<file path="config.mk">
export PLATFORM = sky130hd
export DESIGN_NAME = goe_nport
export DESIGN_NICKNAME = d
export VERILOG_FILES = /design/src/rtl/goe_nport.sv
export SDC_FILE = /design/constraint.sdc
export NUM_CORES = 1
export LEC_CHECK = 0
export CORE_AREA = 2 2 368 370
export CTS_CLUSTER_DIAMETER = 80
export DETAILED_ROUTE_END_ITERATION = 16
export DIE_AREA = 0 0 370 372
export GPL_ROUTABILITY_DRIVEN = 0
export MAX_ROUTING_LAYER = met4
export SYNTH_ARGS = -nofsm -noshare
export SYNTH_HDL_FRONTEND = slang
export SYNTH_SLANG_ARGS = --single-unit
export TNS_END_PERCENT = 30
</file>
<file path="constraint.sdc">
create_clock -name clk -period 3.4 [get_ports clk]
set_input_delay 0.68 -clock clk [delete_from_list [all_inputs] [get_ports clk]]
set_output_delay 0.68 -clock clk [all_outputs]
set_load 0.05 [all_outputs]
</file>
<file path="src/rtl/goe_nport.sv">
// goe_nport: generic output engine with NUM_PORTS output channels.
// Steers each ebm packet (134-bit words) to the channel named in its head word.
// A whole packet is dropped when its index is illegal or the target FIFO is too
// full at the head. Packet, per-port, discard and framing-error counters are
// kept for lcm readback. Forwarding is a single registered stage.
// Build option: define GOE_MCAST_EN to read the head field as a port bitmap and
// replicate the packet to every selected port that is below threshold.
module goe_nport #(
  parameter int         NUM_PORTS      = 4,
  parameter int         PORT_FIELD_LSB = 120,
  parameter int         PIDX_W         = 4,
  parameter logic [7:0] USEDW_THRESH   = 8'd200,
  parameter int         CNT_W          = 32
) (
  input  logic                       clk,
  input  logic                       rst_n,
  input  logic [133:0]               in_goe_data,
  input  logic                       in_goe_data_wr,
  input  logic                       in_goe_valid,
  input  logic                       in_goe_valid_wr,
  input  logic [NUM_PORTS*8-1:0]     pktout_usedw,
  output logic [NUM_PORTS*134-1:0]   pktout_data,
  output logic [NUM_PORTS-1:0]       pktout_data_wr,
  output logic [NUM_PORTS-1:0]       pktout_valid,
  output logic [NUM_PORTS-1:0]       pktout_valid_wr,
  output logic [CNT_W-1:0]           goe_pktin_cnt,
  output logic [NUM_PORTS*CNT_W-1:0] goe_portout_cnt,
  output logic [CNT_W-1:0]           goe_discard_cnt,
  output logic [CNT_W-1:0]           goe_err_cnt
);

  typedef enum logic [1:0] {S_IDLE, S_FWD, S_DROP} state_t;

  localparam logic [CNT_W-1:0] CNT_ONE = CNT_W'(1);

  state_t                 state_q, state_d;
  logic [NUM_PORTS-1:0]   sel_q, sel_d;           // one-hot (or bitmap) of active ports
  logic [NUM_PORTS-1:0]   data_wr_q, data_wr_d;
  logic [NUM_PORTS-1:0]   valid_q, valid_d;
  logic [NUM_PORTS-1:0]   valid_wr_q, valid_wr_d;
  logic [133:0]           data_q [NUM_PORTS];
  logic [133:0]           data_d [NUM_PORTS];
  logic [CNT_W-1:0]       portout_q [NUM_PORTS];
  logic [CNT_W-1:0]       portout_d [NUM_PORTS];
  logic [CNT_W-1:0]       pktin_q, pktin_d;
  logic [CNT_W-1:0]       discard_q, discard_d;
  logic [CNT_W-1:0]       err_q, err_d;

  logic                   is_head, is_tail, vwr_err;
  logic [NUM_PORTS-1:0]   port_ok;
  logic [NUM_PORTS-1:0]   head_mask;
  logic                   take_head, frame_err, close_cnt;

  assign is_head = in_goe_data_wr && (in_goe_data[133:132] == 2'b01);
  assign is_tail = in_goe_data_wr && (in_goe_data[133:132] == 2'b10);
  // A valid strobe is only meaningful alongside the tail word.
  assign vwr_err = in_goe_valid_wr && !is_tail;

  // Per-port room check against the drop threshold.
  always_comb begin
    for (int p = 0; p < NUM_PORTS; p++) begin
      port_ok[p] = pktout_usedw[p*8 +: 8] < USEDW_THRESH;
    end
  end

`ifdef GOE_MCAST_EN
  // Head field is a port bitmap; full ports are masked for this packet only.
  always_comb begin
    head_mask = in_goe_data[PORT_FIELD_LSB +: NUM_PORTS] & port_ok;
  end
`else
  logic [PIDX_W-1:0] head_idx;
  assign head_idx = in_goe_data[PORT_FIELD_LSB +: PIDX_W];

  // Head field is a port index; an out-of-range index matches no port.
  always_comb begin
    for (int p = 0; p < NUM_PORTS; p++) begin
      head_mask[p] = (head_idx == PIDX_W'(p)) && port_ok[p];
    end
  end
`endif

  // Packet FSM next state, registered-output next values and counter updates.
  always_comb begin
    // NOTE: every signal gets a default here so no path leaves one unassigned
    // (which would infer a latch).
    state_d    = state_q;
    sel_d      = sel_q;
    data_wr_d  = '0;
    valid_wr_d = '0;
    valid_d    = '0;
    data_d     = data_q;
    portout_d  = portout_q;
    pktin_d    = pktin_q;
    discard_d  = discard_q;
    take_head  = 1'b0;
    frame_err  = 1'b0;
    close_cnt  = 1'b0;

    case (state_q)
      S_IDLE: begin
        if (is_head)             take_head = 1'b1;
        else if (in_goe_data_wr) frame_err = 1'b1;   // stray body word
      end
      S_FWD: begin
        if (is_head) begin
          // Missing tail: close the old packet as bad, then take the new head.
          valid_wr_d = sel_q;
          frame_err  = 1'b1;
          take_head  = 1'b1;
        end else if (in_goe_data_wr) begin
          data_wr_d = sel_q;
          if (is_tail) begin
            if (in_goe_valid_wr) begin
              valid_wr_d = sel_q;
              valid_d    = sel_q & {NUM_PORTS{in_goe_valid}};
            end
            close_cnt = 1'b1;
            state_d   = S_IDLE;
          end
        end
      end
      S_DROP: begin
        if (is_head) begin
          frame_err = 1'b1;
          take_head = 1'b1;
        end else if (is_tail) begin
          state_d = S_IDLE;
        end
      end
      default: state_d = S_IDLE;
    endcase

    if (take_head) begin
      pktin_d = pktin_q + CNT_ONE;
      if (|head_mask) begin
        sel_d     = head_mask;
        data_wr_d = data_wr_d | head_mask;
        state_d   = S_FWD;
      end else begin
        sel_d     = '0;
        discard_d = discard_q + CNT_ONE;
        state_d   = S_DROP;
      end
    end

    for (int p = 0; p < NUM_PORTS; p++) begin
      if (data_wr_d[p])           data_d[p]    = in_goe_data;
      if (close_cnt && sel_q[p])  portout_d[p] = portout_q[p] + CNT_ONE;
    end

    err_d = err_q + CNT_W'(frame_err) + CNT_W'(vwr_err);
  end

  // State, registered outputs and counters; reset clears everything at once.
  always_ff @(posedge clk or negedge rst_n) begin
    if (!rst_n) begin
      state_q    <= S_IDLE;
      sel_q      <= '0;
      data_wr_q  <= '0;
      valid_q    <= '0;
      valid_wr_q <= '0;
      pktin_q    <= '0;
      discard_q  <= '0;
      err_q      <= '0;
      // NOTE: the per-port data registers are output state that must read 0 in
      // reset, so they are cleared like any other flop rather than left as RAM.
      for (int p = 0; p < NUM_PORTS; p++) begin
        data_q[p]    <= '0;
        portout_q[p] <= '0;
      end
    end else begin
      // NOTE: non-blocking assignments so every flop samples pre-edge values.
      state_q    <= state_d;
      sel_q      <= sel_d;
      data_wr_q  <= data_wr_d;
      valid_q    <= valid_d;
      valid_wr_q <= valid_wr_d;
      pktin_q    <= pktin_d;
      discard_q  <= discard_d;
      err_q      <= err_d;
      data_q     <= data_d;
      portout_q  <= portout_d;
    end
  end

  assign pktout_data_wr  = data_wr_q;
  assign pktout_valid    = valid_q;
  assign pktout_valid_wr = valid_wr_q;
  assign goe_pktin_cnt   = pktin_q;
  assign goe_discard_cnt = discard_q;
  assign goe_err_cnt     = err_q;

  for (genvar g = 0; g < NUM_PORTS; g++) begin : g_flat
    assign pktout_data[g*134 +: 134]       = data_q[g];
    assign goe_portout_cnt[g*CNT_W +: CNT_W] = portout_q[g];
  end

endmodule

</file>
==> flow_summary.rst <==
.. list-table::
   :header-rows: 1

   * - Metric
     - Value
   * - Crit-path most repeated cell
     - nand3_1
   * - Mean instance size in the synthesized netlist
     - 14.66 sq um
   * - Worst rel slew slack
     - 44.95%
   * - Number of design rule violations left after detail routing
     - 0
   * - Element type at the critical path start
     - input port
   * - Setup skew after layout
     - 0.04286 ns
   * - Number of unique standard cell types used by synthesis
     - 51
   * - Number of buffers created by CTS
     - 91
   * - Total congestion overflow
     - 0
   * - Buf/Inv on CP
     - 2
   * - Clock tree from TritonCTS
     - built
   * - Accumulated negative setup slack
     - 0 ns
   * - Number of global-route vias before repair
     - 21890
   * - Static power due to leakage
     - 20.79 nW
   * - Die outline height
     - 372 um
   * - Post-layout minimum cycle time
     - 2.833 ns
   * - Global-route wire length before repair
     - 155400 um
   * - Endpoints failing hold
     - 0
   * - Proportion of netlist area held by the largest area contributor
     - 63.37%
   * - Post-synthesis cell area
     - 30720 sq um
   * - Most area-hungry cell type in the Yosys netlist
     - dfrtp_1
   * - Number of standard cells after synthesis
     - 2096
   * - Clock insertion delay at the later pin of the skew report
     - 0.71 ns
   * - Worst Max-Slew Pin Slew
     - 0.8232 ns
   * - Number of filler cells placed in the layout
     - 13100
   * - Antenna violations before repair
     - 8
   * - Pins over their slew limit
     - 0
   * - Horizontal extent of the die
     - 370 um
   * - Data arrival at the endpoint of the critical path
     - 3.40 ns
   * - Count of buffers added by post-CTS timing repair for setup
     - 0
   * - Worst vdd rail ir drop
     - 0.4232 mV
   * - Area growth from synthesis to final layout
     - 50.92%
   * - Critical-path maximum fanout
     - 4
   * - Net count after synthesis
     - 2279
   * - Antenna viol nets, final
     - 0
   * - FFs w/ async S/R, synth
     - 100.0%
   * - Master cell of the clock root buffer
     - clkbuf_16
   * - Clock sink count
     - 778
   * - Number of flops mapped to enable cells by yosys
     - 0
   * - Leading post-synthesis cells by cell area
     - dfrtp_1 (63%), mux2_2 (18%), xnor2_1 (4.5%)
   * - Detailed-route wire length
     - 109600 um
   * - Number of iterations in the first detailed-routing pass
     - 5
   * - Clk pin slew, worst setup/hold paths
     - 0.06 ns
   * - Initial detailed-routing violation count
     - 1031
   * - Finish-stage setup viols
     - 0
   * - Biggest cell delay along the critical path
     - 0.55 ns
   * - Total number of vias
     - 21490
   * - Cell with the largest stage delay on the worst path
     - clkdlybuf4s50_1
   * - Total instance count after detailed placement
     - 4855
   * - Count of maximum capacitance violations
     - 0
   * - WP data required
     - 3.97 ns
   * - WL per Instance
     - 21.77 um
   * - Total Die Area
     - 137600 sq um
   * - Element type at the critical path end
     - flop
   * - Portion of the post-synthesis area used by sequential elements
     - 63.37%
   * - Port bufs
     - 930
   * - Flip-flop cell with the highest count after synthesis
     - dfrtp_1
   * - Final Cell Area
     - 46370 sq um
   * - Kind of critical path
     - input port to flop
   * - Nets@finish
     - 3351
   * - Layout cells sized above 1
     - 25.51%
   * - Crit-path cells
     - clkdlybuf4s50_1, nor2b_1, mux2i_1, nor3b_1, fa_1, ha_1, nand3_1, nor3_1, buf_4, and3_1, nand3_1, xnor2_1
   * - Area of the core
     - 134300 sq um
   * - Hold Crit Class
     - flop to flop
   * - Final clock period utilization by the worst path
     - 83.32%
   * - Overall global routing resource usage
     - 15.83%
   * - Site Rows
     - 135
   * - Run status
     - completed
   * - Largest delay share family, worst path
     - simple AND/OR/NAND/NOR gates
   * - RSZ-0062 raised after global routing
     - no
   * - Post-DP HPWL
     - 83940 um
   * - Instance area at placement
     - 43190 sq um
   * - Areal power density over the cells
     - 669.6 nW/um^2
   * - Warning count from the yosys run
     - 0
   * - Largest net degree at the start of global routing
     - 89
   * - Max Clock Freq
     - 0.3530 GHz
   * - I/O pin cnt
     - 943
   * - Maximum count of clock buffers along a single path
     - 3
   * - Final cell count without fillers
     - 5032
   * - Routed vias/inst
     - 4.271
   * - Starting Density
     - 22.88%
   * - Register bit total from synthesis
     - 778
   * - Deepest level of the CTS H-tree
     - 3
## synth_stat cells, types with 2 or more instances
cell type	instances
nand2_1	98
mux2i_1	4
inv_1	24
and2_1	8
nor2_1	51
xnor2_1	159
ha_1	11
or3_1	2
dfrtp_1	778
buf_2	46
or4_1	4
mux2_2	492
nor3_1	33
clkbuf_1	23
nand4_1	62
nor3_2	3
nor4_1	11
and4_1	20
nor2b_1	5
o22ai_1	2
and3b_1	2
xor2_1	57
buf_6	7
nand3_1	81
a21oi_1	3
o311ai_0	3
and3_1	35
mux2_4	49
## routing by layer
layer,share of wire (%),GRT usage (%)
met5,0,-
met4,3.5,6.254
met3,6.9,4.275
met2,49,25.71
met1,40,18.61
## cell usage in the layout, fill, tap and decap left out, types with 3 or more instances in the layout
| master | instances |
|---|---|
| and2_1 | 8 |
| and3_1 | 35 |
| and4_1 | 20 |
| buf_12 | 28 |
| buf_4 | 97 |
| bufinv_16 | 6 |
| clkbuf_1 | 20 |
| clkbuf_16 | 91 |
| clkbuf_8 | 23 |
| clkdlybuf4s50_1 | 928 |
| clkinv_16 | 3 |
| clkinv_2 | 11 |
| clkinvlp_4 | 4 |
| dfrtp_1 | 778 |
| diode_2 | 9 |
| ha_1 | 11 |
| inv_1 | 24 |
| inv_16 | 3 |
| inv_8 | 3 |
| mux2_2 | 492 |
| mux2_4 | 49 |
| mux2i_1 | 4 |
| nand2_1 | 97 |
| nand3_1 | 81 |
| nand4_1 | 62 |
| nor2_1 | 51 |
| nor2b_1 | 5 |
| nor3_1 | 33 |
| nor3_2 | 3 |
| nor4_1 | 11 |
| o311ai_0 | 3 |
| or4_1 | 4 |
| xnor2_1 | 159 |
| xor2_1 | 57 |
## cell families (layout without fill, tap and decap cells)
logic type	count (synthesis)	after routing	share of synthesized area (%)
adder cells (fa/ha/maj)	12	12	0.5131
flip-flops	778	778	63.37
XOR/XNOR	216	216	6.157
AO/OA/AOI/OAI	17	17	0.4439
AND/OR/NAND/NOR	428	428	7.383
multiplexers	545	545	20.56
buffers and inverters	100	1246	1.580
other	0	9	0
## power breakdown
| part | switching, mW | leakage [nW] | internal, mW | total [mW] |
|---|---|---|---|---|
| clock | 4.16 | 1.54 | 5.97 | 10.1 |
| sequential | 0.807 | 10.4 | 10.5 | 11.3 |
| combinational | 6.31 | 8.82 | 3.28 | 9.58 |
## flip-flops by register name, indices dropped and copies added (netlist names)
signal,count
goe_err_cnt,32
goe_portout_cnt,128
pktout_valid,4
pktout_data,536
pktout_data_wr,4
pktout_valid_wr,4
goe_pktin_cnt,32
goe_discard_cnt,32
sel_q,4
state_q,2
## final cells by class
type / count / area (sq um) / share of cell area [%]
flip-flops and latches: 778 / 19470 / 41.98
clock inverters: 33 / 483.0 / 1.042
repair buffers: 1055 / 10600 / 22.87
clock buffers: 134 / 2669 / 5.755
diodes: 9 / 22.52 / 0.04857
multi-input cells: 1218 / 10810 / 23.30
well taps: 1781 / 2228 / 4.806
inverters: 24 / 90.09 / 0.1943
## worst reg2reg max path: cells and delay by family (launching register included)
kind | cells | cell delay [ns]
fa+ha+maj | 3 | 0.88
flops | 1 | 0.39
mux | 1 | 0.07
simple gates | 5 | 0.92
xor+xnor | 1 | 0.14
buf+inv | 2 | 0.25
## per-stage QoR
step / setup slack (ns) / power [mW] / util, % / hold WS (ns)
global route: 0.4144 / 32.20 / 34.52 / 0.4920
finish: 0.5671 / 31.05 / 34.53 / 0.4731
floorplan: 0.4924 / 17.10 / - / 0.3844
global placement: -0.1152 / 21.04 / 32.16 / 0.4636
detailed placement: -0.1009 / 21.10 / 32.16 / 0.4643
CTS: 0.4380 / 31.46 / 34.51 / 0.4769
## what timing repair did
action,CTS,global route
hold buffers,1,0
hold endpoints to repair,19,0
gates resized for setup,0,0
## worst paths after layout
kind / start / end / slack (ns) / cells past startpoint
setup / recovery: in_goe_data[133] / goe_err_cnt[28]$_DFF_PN0_ / 0.57 / 12
hold / removal: goe_portout_cnt[127]$_DFFE_PN0P_ / goe_portout_cnt[127]$_DFFE_PN0P_ / 0.47 / 1
setup reg to reg: state_q[0]$_DFFE_PN0P_ / goe_err_cnt[28]$_DFF_PN0_ / 0.65 / 12
hold reg to reg: goe_portout_cnt[127]$_DFFE_PN0P_ / goe_portout_cnt[127]$_DFFE_PN0P_ / 0.47 / 1
max in group asynchronous: rst_n / pktout_data[498]$_DFFE_PN0P_ / 1.80 / 3
min in group asynchronous: rst_n / pktout_valid_wr[0]$_DFF_PN0_ / 0.61 / 2
Power figures use the tool's default switching activity.
